`src/rtl/channel_pkg.sv`:
```
// Shared width helpers for the channel bridge and its FIFO.
package channel_pkg;

    // Width needed to index Depth entries (Depth is a power of 2, >= 2).
    function automatic int unsigned ptr_w(input int unsigned depth);
        return (depth <= 2) ? 1 : $clog2(depth);
    endfunction

    // Width needed to hold an occupancy of 0..depth.
    function automatic int unsigned cnt_w(input int unsigned depth);
        return $clog2(depth + 1);
    endfunction

    // Width of the transfer-per-token counter, 0..every-1.
    function automatic int unsigned tc_w(input int unsigned every);
        return (every <= 2) ? 1 : $clog2(every);
    endfunction

    // Width of the pending-token counter, 0..max_tokens.
    function automatic int unsigned tok_w(input int unsigned max_tokens);
        return (max_tokens <= 1) ? 1 : $clog2(max_tokens + 1);
    endfunction

endpackage

```
`src/rtl/channel_bridge_if.sv`:
```
// Handshake bundle: valid/ack input channel, ready-driven output, dataless sync token.
interface channel_bridge_if #(
    parameter int unsigned N = 8
) ();
    logic         in_v;
    logic [N-1:0] in_d;
    logic         in_a;
    logic         out_r;
    logic         out_v;
    logic [N-1:0] out_d;
    logic         tok_v;
    logic         tok_a;

    modport master (
        output in_v, in_d, out_r, tok_a,
        input  in_a, out_v, out_d, tok_v
    );

    modport slave (
        input  in_v, in_d, out_r, tok_a,
        output in_a, out_v, out_d, tok_v
    );
endinterface

```
`src/rtl/channel_fifo.sv`:
```
// Circular-buffer FIFO; caller only pushes when not full and pops when not empty.
module channel_fifo
    import channel_pkg::*;
#(
    parameter int unsigned N     = 8,
    parameter int unsigned Depth = 4
) (
    input  logic         clk,
    input  logic         reset,
    input  logic         i_push,
    input  logic [N-1:0] i_data,
    input  logic         i_pop,
    output logic         o_full,
    output logic         o_empty,
    output logic [N-1:0] o_head
);
    localparam int unsigned PtrW = ptr_w(Depth);
    localparam int unsigned CntW = cnt_w(Depth);

    logic [N-1:0]    r_mem [Depth];
    logic [PtrW-1:0] r_wr_ptr;
    logic [PtrW-1:0] r_rd_ptr;
    logic [CntW-1:0] r_count;

    // Pointers wrap naturally because Depth is a power of 2.
    always_ff @(posedge clk or negedge reset) begin
        if (!reset) begin
            for (int i = 0; i < Depth; i++) r_mem[i] <= '0;
            r_wr_ptr <= '0;
            r_rd_ptr <= '0;
            r_count  <= '0;
        end else begin
            if (i_push) begin
                r_mem[r_wr_ptr] <= i_data;
                r_wr_ptr        <= r_wr_ptr + 1'b1;
            end
            if (i_pop) r_rd_ptr <= r_rd_ptr + 1'b1;
            if (i_push && !i_pop)      r_count <= r_count + 1'b1;
            else if (!i_push && i_pop) r_count <= r_count - 1'b1;
        end
    end

    assign o_full  = (r_count == CntW'(Depth));
    assign o_empty = (r_count == '0);
    assign o_head  = o_empty ? '0 : r_mem[r_rd_ptr];
endmodule

```
`src/rtl/channel_bridge.sv`:
```
// Buffered bridge from a valid/ack channel to a ready-driven channel, emitting a
// sync token every TokenEvery output transfers with bounded pending tokens.
module channel_bridge
    import channel_pkg::*;
#(
    parameter int unsigned N          = 8,
    parameter int unsigned Depth      = 4,
    parameter int unsigned TokenEvery = 4,
    parameter int unsigned MaxTokens  = 7
) (
    input logic              clk,
    input logic              reset,
    channel_bridge_if.slave  bus
);
    localparam int unsigned TcW  = tc_w(TokenEvery);
    localparam int unsigned TokW = tok_w(MaxTokens);

    logic            w_full;
    logic            w_empty;
    logic [N-1:0]    w_head;
    logic            w_push;
    logic            w_pop;
    logic            w_tc_last;
    logic            w_tok_block;
    logic            w_gen;
    logic            w_ack;
    logic [TcW-1:0]  r_tc;
    logic [TcW-1:0]  w_tc_next;
    logic [TokW-1:0] r_pending;
    logic [TokW-1:0] w_pending_next;

    channel_fifo #(
        .N     (N),
        .Depth (Depth)
    ) u_fifo (
        .clk     (clk),
        .reset   (reset),
        .i_push  (w_push),
        .i_data  (bus.in_d),
        .i_pop   (w_pop),
        .o_full  (w_full),
        .o_empty (w_empty),
        .o_head  (w_head)
    );

    // Ack is forced low while reset is held, even though the FIFO reads as empty.
    assign bus.in_a = reset & ~w_full;
    assign w_push   = bus.in_v & bus.in_a;

    assign w_tc_last   = (r_tc == TcW'(TokenEvery - 1));
    assign w_tok_block = w_tc_last & (r_pending == TokW'(MaxTokens));

    assign bus.out_v = ~w_empty & bus.out_r & ~w_tok_block;
    assign bus.out_d = w_head;
    assign w_pop     = bus.out_v;

    assign bus.tok_v = (r_pending != '0);
    assign w_gen     = w_pop & w_tc_last;
    assign w_ack     = bus.tok_v & bus.tok_a;

    always_comb begin
        w_tc_next      = r_tc;
        w_pending_next = r_pending;
        if (w_pop) w_tc_next = w_tc_last ? '0 : r_tc + 1'b1;
        if (w_gen && !w_ack)      w_pending_next = r_pending + 1'b1;
        else if (!w_gen && w_ack) w_pending_next = r_pending - 1'b1;
    end

    always_ff @(posedge clk or negedge reset) begin
        if (!reset) begin
            r_tc      <= '0;
            r_pending <= '0;
        end else begin
            r_tc      <= w_tc_next;
            r_pending <= w_pending_next;
        end
    end
endmodule

```
`src/flat_wrapper.sv`:
```
// flat-port wrapper written by rule: the top's interface ports become plain ports
module channel_bridge_flat import channel_pkg::*;
#(
    parameter int unsigned N          = 8,
    parameter int unsigned Depth      = 4,
    parameter int unsigned TokenEvery = 4,
    parameter int unsigned MaxTokens  = 7
)
  (clk, reset, bus_in_v, bus_in_d, bus_out_r, bus_tok_a, bus_in_a, bus_out_v, bus_out_d, bus_tok_v);
  channel_bridge_if #(.N(N)) bus_i ();
  input logic clk;
  input logic reset;
  input wire logic [$bits(bus_i.in_v)-1:0] bus_in_v;
  input wire logic [$bits(bus_i.in_d)-1:0] bus_in_d;
  input wire logic [$bits(bus_i.out_r)-1:0] bus_out_r;
  input wire logic [$bits(bus_i.tok_a)-1:0] bus_tok_a;
  output wire logic [$bits(bus_i.in_a)-1:0] bus_in_a;
  output wire logic [$bits(bus_i.out_v)-1:0] bus_out_v;
  output wire logic [$bits(bus_i.out_d)-1:0] bus_out_d;
  output wire logic [$bits(bus_i.tok_v)-1:0] bus_tok_v;
  assign bus_i.in_v = bus_in_v;
  assign bus_i.in_d = bus_in_d;
  assign bus_i.out_r = bus_out_r;
  assign bus_i.tok_a = bus_tok_a;
  assign bus_in_a = bus_i.in_a;
  assign bus_out_v = bus_i.out_v;
  assign bus_out_d = bus_i.out_d;
  assign bus_tok_v = bus_i.tok_v;
  channel_bridge #(.N(N), .Depth(Depth), .TokenEvery(TokenEvery), .MaxTokens(MaxTokens)) u_core (.clk(clk), .reset(reset), .bus(bus_i));
endmodule
```
`config.mk`:
```
export PLATFORM = sky130hd
export DESIGN_NAME = channel_bridge_flat
export DESIGN_NICKNAME = d
export VERILOG_FILES = /design/src/rtl/channel_pkg.sv /design/src/rtl/channel_bridge_if.sv /design/src/rtl/channel_fifo.sv /design/src/rtl/channel_bridge.sv /design/src/flat_wrapper.sv
export SDC_FILE = /design/constraint.sdc
export NUM_CORES = 1
export LEC_CHECK = 0
export ABC_CLOCK_PERIOD_IN_PS = 3000
export CORE_MARGIN = 4
export CORE_UTILIZATION = 55
export DETAILED_ROUTE_END_ITERATION = 8
export PLACE_DENSITY_LB_ADDON = 0.15
export SYNTH_ARGS = -nofsm -noshare
export SYNTH_HDL_FRONTEND = slang
export SYNTH_HIERARCHICAL = 1
export SYNTH_SLANG_ARGS = --single-unit
```
`constraint.sdc`:
```
create_clock -name clk -period 3 [get_ports clk]
set_input_delay 0.9 -clock clk [delete_from_list [all_inputs] [get_ports clk]]
set_output_delay 0.9 -clock clk [all_outputs]
set_load 0.01 [all_outputs]
```
Word-level counts from Yosys, hierarchy flattened
Cells that the tools add are included.
Widths: inputs -> output; s select.

word-level totals
  register bits after elaboration = 44
  input port bits = 13
  output and inout port bits = 11

cells by class
  $add $sub $neg = 7
  order comparisons = 3
  equal/unequal tests = 3
  mux-type cells = 12
  bitwise logic cells = 12
  reduce and logical (&&, ||, !) cells = 13

operators by type and width
  cell                 number
  $bwmux 32            1
  $mux 8               4
  $bmux 8 s2           1
  $demux 8 s2          1
  $mux 3               4
  $and 1x1->1          7
  $add 2x1->2 const B  3
  $add 3x1->3 const B  2
  $eq 3x3->1 const B   2
  $ge 3x3->1 const B   2
  $not 2->3            2
  $sub 3x1->3 const B  2
  $logic_and 1x1->1    5
  $logic_not 1->1      4
  $reduce_bool 2->1    2
  $logic_not 3->1      1
  $lt 3x1->1 const B   1
  $not 1->1            3
  $reduce_bool 3->1    1
  $eq 2x2->1 const B   1
  $mux 2               1

Logic depth before layout (Yosys ltp)
Gate-level depths: netlist (run 1).

  depth after elaboration = 9
  depth in mapped cells = 11

Hierarchy
Netlist (run 1), hierarchy kept.

modules (own cells, without submodules)
  module          instances  cells each  area each (µm²)
  channel_fifo    1          117         1798.0
  channel_bridge  1          25          305.3

Worst setup path before layout (run 1)
Ideal clock, no wire load.

  path kind = input -> register
  start point = in bus_out_r
  end point = reg u_core.r_pending[1]
  library setup time = 0.125 ns
  data arrival time = 2.248 ns
  setup slack = 0.627 ns
  cell stages on the path = 7
  path through = and3b_1 buf_6 and2_1 ha_1 inv_1 fa_1 mux2_2

between the ends
  elaborated cells between the ends (all ways) = 8
  those cells by class = mux: 1; bitwise: 3; reduce/logical: 4

RTL lines
  item                          RTL line              RTL
  start: declaration            flat_wrapper.sv:15    input wire logic [$bits(bus_i.out_r)-1:0] bus_out_r;
  $and 1x1->1 (2 in series)     channel_bridge.sv:53  assign bus.out_v = ~w_empty & bus.out_r & ~w_tok_block;
  via bus_out_v                 flat_wrapper.sv:18    output wire logic [$bits(bus_i.out_v)-1:0] bus_out_v;
  $and 1x1->1                   channel_bridge.sv:58  assign w_gen = w_pop & w_tc_last;
  $logic_and 1x1->1             channel_bridge.sv:65  if (w_gen && !w_ack) w_pending_next = r_pending + 1'b1;
  $mux 3                        channel_bridge.sv:65
  via u_core.w_pending_next[1]  channel_bridge.sv:30  logic [TokW-1:0] w_pending_next;
  end signal: assignment        channel_bridge.sv:75  r_pending <= w_pending_next;
  end: declaration              channel_bridge.sv:29  logic [TokW-1:0] r_pending;

The timed path passes the listed nets, and every way through them passes these cells.
A chain may end at the register's enable or synchronous reset.

Worst setup path after layout (run 1)
  start point = in bus_out_r
  end point = out bus_out_v

between the ends
  longest elaborated chain between the ends = 2

RTL lines
  item                       RTL line
  $and 1x1->1 (2 in series)  channel_bridge.sv:53
  end: declaration           flat_wrapper.sv:18

Every way passes these cells.

==> impl_metrics.json, run 1 <==
{
  "via_per_inst": 5.44,
  "fill_cells": 288,
  "numCtsBuffers": 5,
  "critPathCaptureType": "output pin",
  "crit_fanout": 2,
  "syn_to_final_growth_pct": 19.0,
  "place_area_sq_um": 2410,
  "first_global_vias": 1362,
  "routedWlPerCell_um": 17.3,
  "dieArea_sq_um": 4880,
  "ys_top_cells_by_count": "dfrtp_1, mux2_2, nor2b_1, mux4_2",
  "dr.pass1.iters": 4,
  "yosysUniqueCellTypes": 21,
  "setup_viol": 0,
  "synth_most_common_cell": "dfrtp_1",
  "worst_pin_slew_ns": 0.555,
  "num_vias": 1202,
  "antenna_cells": 0,
  "antenna_found_initial": 0,
  "die_h_um": 69.8,
  "fin_crit_sh_pct": 98.8,
  "cpMaxStageDelayCell": "clkdlybuf4s50_1",
  "rsz0062_at_grt": "no",
  "synth_area_leader_cell": "dfrtp_1",
  "synthCells": 142,
  "drc": 0,
  "hold_slack_ns": 0.495,
  "place_ws_ns": 0.0316,
  "dr.first_iter.drc_count": 34,
  "antenna_left": 0,
  "post_cts_buffers": 0,
  "hp-class": "register to register",
  "path_clk_slew_ns": 0.08,
  "period_minus_slack_ns": 2.96,
  "dp_cells": 214,
  "grt.total_usage_pct": 18.0,
  "drv_slew": 0,
  "synth_nets": 164,
  "gp_routability_congestion": 0.736,
  "final_area_sq_um": 2500,
  "io_pins": 24,
  "vdd_drop_max_v": 0.000494,
  "rows": 22,
  "synth_edf_count": 0,
  "max_cap_violations": 0,
  "critPathMostFrequentCell": "clkdlybuf4s50_1",
  "postSynthAreaPerCell_sq_um": 14.8,
  "insertion_delay_ns": 0.29,
  "core_area_sq_um": 3690,
  "final_cells": 221,
  "clockBufferDepth": 2,
  "synth_seq_cells": 44,
  "path_cells": "clkdlybuf4s50_1 -> and3b_1 -> clkdlybuf4s50_1",
  "ys.flop_type": "dfrtp_1",
  "finalWirelength_um": 3830,
  "hpwl_um": 2680,
  "arrival_ns": 2.06,
  "numPortBuffers": 23,
  "ctsResizeCount": 0,
  "finalClockSkew_ns": 0.00565,
  "slowest_delay_ns": 0.53,
  "cts_hold_buf": 0,
  "cts.sinks": 44,
  "grt_start_max_net_pins": 45,
  "ctsRootBufferMaster": "clkbuf_8",
  "cts_tree": "yes",
  "status": "completed",
  "crit_type": "primary input to output pin",
  "drive_gt1_share_pct": 34.1,
  "tns_ns": 0,
  "grt_pass1_wl_um": 6710,
  "nets": 195,
  "async_flop_share_pct": 100,
  "timing.final.ws_setup_ns": 0.0372,
  "hold_violations": 0,
  "crit_buf_inv": 2,
  "start_util_pct": 57.0,
  "die_w_um": 69.8,
  "cts-htree-levels": 2,
  "path_delay_family": "buffers and inverters",
  "required_ns": 2.10,
  "fmax_mhz": 338,
  "ys.warnings.count": 6,
  "ys_seq_area_share_pct": 52.3,
  "powerDensity_nw_per_um2": 1120,
  "syn_area_sq_um": 2100,
  "p_leak_nw": 1.10,
  "setup.worst_path.start_class": "primary input",
  "max_slew_margin_pct": 63.0,
  "synth_top_area_share_pct": 52.3,
  "gr-total-overflow": 0,
  "netlist_top_cells_area": "dfrtp_1, mux2_2, mux4_2, ha_1, nor2b_1"
}
## cell type report
cell class / instances / area [sq um] / share of cell area, %
multi-input combinational: 89 / 951 / 38.0
tap: 48 / 60.1 / 2.40
timing repair buffer: 28 / 275 / 11.0
inverter: 5 / 18.8 / 0.750
clock buffer: 7 / 96.3 / 3.85
sequential: 44 / 1100 / 44.0
## logic make-up after synthesis
group | Yosys count | share of synthesized area [%]
buf+inv | 9 | 2.44
fa+ha+maj | 9 | 6.07
mux | 44 | 28.2
xor+xnor | 9 | 3.75
flops | 44 | 52.3
simple gates | 26 | 6.96
compound gates | 1 | 0.238
## through the flow
step / util, % / power (mW)
CTS: 67.8 / 2.84
floorplan: - / 1.94
global placement: 65.2 / 2.35
global route: 67.8 / 3.01
finish: 67.8 / 2.79
detailed placement: 65.2 / 2.44
## worst paths after layout
| path | slack, ns | cells after the start | end | startpoint |
|---|---|---|---|---|
| worst max-delay path | 0.04 | 3 | bus_out_v | bus_out_r |
| worst min-delay path | 0.50 | 1 | u_core/r_pending[2]$_DFFE_PN0P_ | u_core/r_pending[2]$_DFFE_PN0P_ |
| worst max register to register | 0.69 | 11 | u_core/r_pending[2]$_DFFE_PN0P_ | u_core/r_tc[0]$_DFFE_PN0N_ |
| worst min register to register | 0.50 | 1 | u_core/r_pending[2]$_DFFE_PN0P_ | u_core/r_pending[2]$_DFFE_PN0P_ |
| max in group asynchronous | 1.93 | 2 | u_core/u_fifo/r_mem[27]$_DFFE_PN0P_ | reset |
| min in group asynchronous | 0.69 | 2 | u_core/u_fifo/r_count[0]$_DFFE_PN0P_ | reset |
## where the power goes
| group | internal [mW] | switching (mW) | total, mW |
|---|---|---|---|
| clock | 0.205 | 0.185 | 0.390 |
| combinational | 0.829 | 0.456 | 1.29 |
| sequential | 0.898 | 0.221 | 1.12 |
## state kept, by name, summed over array words and instances, names as in the netlist
name,flops
u_core/r_pending,3
u_core/r_tc,2
u_core/u_fifo/r_count,3
u_core/u_fifo/r_mem,32
u_core/u_fifo/r_rd_ptr,2
u_core/u_fifo/r_wr_ptr,2
## placed cells by master, fill, tap and decap left out, drive strengths merged
cell type	Yosys	layout
dfrtp	44	44
nand2	7	7
xor2	6	6
and3b	1	1
fa	2	2
mux2	36	36
nor2b	9	9
clkbuf	0	7
mux4	8	8
nor2	3	3
and2	2	2
xnor2	3	3
clkdlybuf4s50	0	22
o21ai	1	1
or3	1	1
inv	5	5
buf	4	6
nor3b	1	1
nor3	1	1
nand4	1	1
ha	7	7
## worst reg2reg max path: stages (launching register included)
cell and delay, ns:
dfrtp_1 0.41, ha_1 0.24, nand4_1 0.11, and3b_1 0.18, buf_4 0.15, and2_1 0.13
ha_1 0.18, inv_1 0.06, fa_1 0.37, xor2_1 0.15, nor2_1 0.11, xor2_1 0.14
## layer usage
| layer | GRT usage (%) | routed length, um |
|---|---|---|
| met1 | 21.9 | 1640 |
| met2 | 30.8 | 2010 |
| met3 | 3.91 | 127 |
| met4 | 7.66 | 42 |
| met5 | 0 | 0 |
No activity file was read; power rests on OpenSTA's default activity.
==> run 2: changes to the inputs <==
CAP_MARGIN = 0   (was not set)
HOLD_SLACK_MARGIN = 0.06   (was not set)
==> results of run 2 <==
No change in the layout: final DEF, timing and power equal those of run 1.
==> run 3: changes to the inputs <==
CORE_UTILIZATION = 30   (was 55)
==> impl_metrics.json, run 3 (synthesis results as in run 1) <==
{
  "status": "completed",
  "fmax_mhz": 346,
  "slowest_delay_ns": 0.67,
  "clockBufferDepth": 2,
  "core_area_sq_um": 6790,
  "drv_slew": 0,
  "cts.sinks": 44,
  "rr_worst_depth": 8,
  "path_cells": "mux4_2 -> nor2b_1 -> clkdlybuf4s50_1",
  "die_h_um": 91.7,
  "cts-htree-levels": 2,
  "rows": 30,
  "finalWirelength_um": 4170,
  "rsz0062_at_grt": "no",
  "drive_gt1_share_pct": 34.5,
  "grt.total_usage_pct": 10.7,
  "critPathCaptureType": "output pin",
  "num_vias": 1214,
  "via_per_inst": 4.50,
  "period_minus_slack_ns": 2.89,
  "mostFrequentLayoutCell": "dfrtp_1",
  "insertion_delay_ns": 0.29,
  "dp_cells": 263,
  "drc": 0,
  "reg2reg_slack_ns": 0.58,
  "routedWlPerCell_um": 15.4,
  "grt_pass1_wl_um": 6930,
  "syn_to_final_growth_pct": 21.5,
  "hpwl_um": 2890,
  "start_util_pct": 31.0,
  "die_w_um": 91.7,
  "regMostFlops": "u_core/u_fifo/r_mem",
  "fill_cells": 649,
  "crit_buf_inv": 1,
  "numCtsBuffers": 5,
  "hp-class": "register to register",
  "max_slew_margin_pct": 62.9,
  "max_cap_violations": 0,
  "dr.pass1.iters": 3,
  "antenna_cells": 0,
  "layout_common_cells": "dfrtp_1, mux2_2, clkdlybuf4s50_1",
  "io_pins": 24,
  "tns_ns": 0,
  "p_leak_nw": 1.10,
  "crit_start": "u_core/u_fifo/r_rd_ptr[1]$_DFFE_PN0P_",
  "ctsRootBufferMaster": "clkbuf_8",
  "powerDensity_nw_per_um2": 1080,
  "hold_violations": 0,
  "worst_pin_slew_ns": 0.556,
  "path_clk_slew_ns": 0.08,
  "antenna_left": 0,
  "finalClockSkew_ns": 0.00509,
  "arrival_ns": 1.99,
  "r2r-start": "u_core/u_fifo/r_count[0]$_DFFE_PN0P_",
  "numPortBuffers": 23,
  "cpMaxStageDelayCell": "dfrtp_1",
  "fin_crit_sh_pct": 96.4,
  "cts_tree": "yes",
  "r2r_end": "u_core/r_pending[1]$_DFFE_PN0P_",
  "crit_end": "bus_out_d[3]",
  "required_ns": 2.10,
  "setup_viol": 0,
  "path_delay_family": "flip-flops",
  "worstSetupPathDepth": 3,
  "gp_routability_congestion": 0.670,
  "dieArea_sq_um": 8410,
  "cts_hold_buf": 0,
  "grt_start_max_net_pins": 45,
  "dr.first_iter.drc_count": 25,
  "first_global_vias": 1361,
  "antenna_found_initial": 0,
  "final_cells": 270,
  "vdd_drop_max_v": 0.000331,
  "top_regs": "u_core/u_fifo/r_mem: 32 flops, u_core/r_pending: 3 flops, u_core/u_fifo/r_count: 3 flops",
  "setup.worst_path.start_class": "register",
  "gr-total-overflow": 0,
  "crit_type": "register to output pin",
  "largest_reg_flops": 32,
  "nets": 196,
  "crit_fanout": 9
}
run 3: worst min-delay path by stage:
stage	startpoint	end	slack, ns	cells after the start
2_1_floorplan	u_core/r_pending[2]$_DFFE_PN0P_	u_core/r_pending[2]$_DFFE_PN0P_	0.45	1
3_3_place_gp	u_core/r_pending[2]$_DFFE_PN0P_	u_core/r_pending[2]$_DFFE_PN0P_	0.48	1
3_5_place_dp	u_core/u_fifo/r_mem[10]$_DFFE_PN0P_	u_core/u_fifo/r_mem[10]$_DFFE_PN0P_	0.49	1
4_1_cts	u_core/u_fifo/r_mem[10]$_DFFE_PN0P_	u_core/u_fifo/r_mem[10]$_DFFE_PN0P_	0.51	1
5_1_grt	u_core/u_fifo/r_mem[7]$_DFFE_PN0P_	u_core/u_fifo/r_mem[7]$_DFFE_PN0P_	0.52	1
6_report	u_core/u_fifo/r_mem[7]$_DFFE_PN0P_	u_core/u_fifo/r_mem[7]$_DFFE_PN0P_	0.51	1
run 3: report_power, final:
part	switching, mW	internal (mW)
Combinational	0.471	0.826
Clock	0.192	0.158
Sequential	0.225	0.897
run 3: timing repair:
| item | CTS | global route |
|---|---|---|
| endpoints found under the hold margin | 0 | 0 |
| setup buffers | 0 | 0 |
| resized for setup | 0 | 3 |
| endpoints found under the setup margin | 0 | 9 |
run 3: layer usage:
layer	vias to the layer above	share of wire [%]	track usage (%)	wire [um]
met5	-	0	0	0
met4	0	0.79	2.97	33
met1	631	45	13.7	1890
met3	5	4.4	3.77	183
met2	24	49	17.3	2060
li1	554	-	-	-
run 3: worst reg2reg max path, stage by stage (launching register included):
cell     delay [ns]
dfrtp_1        0.46
nor3_4         0.34
and3b_1        0.24
buf_4          0.16
and2_1         0.16
ha_1           0.21
inv_1          0.07
fa_1           0.40
mux2_2         0.27
run 3: cell type report:
class                      instances  area, sq um  area share [%]
multi-input combinational         89          957            37.5
sequential                        44         1100            43.1
clock buffer                       5         68.8            2.69
clock inverter                     2         12.5           0.490
tap                               96          120            4.70
inverter                           5         18.8           0.735
timing repair buffer              29          277            10.8
run 3: stage by stage:
step | total power [mW] | instance area (sq um) | hold WS, ns | setup WS (ns) | utilization (%)
after CTS | 2.81 | 2540 | 0.511 | 0.0292 | 37.4
after floorplan | 1.94 | 2100 | 0.455 | 0.627 | -
after detailed placement | 2.44 | 2460 | 0.492 | 0.0359 | 36.2
final | 2.77 | 2550 | 0.505 | 0.108 | 37.6
after global routing | 2.99 | 2550 | 0.523 | 0.00555 | 37.6
after global placement | 2.37 | 2460 | 0.475 | 0.0373 | 36.2
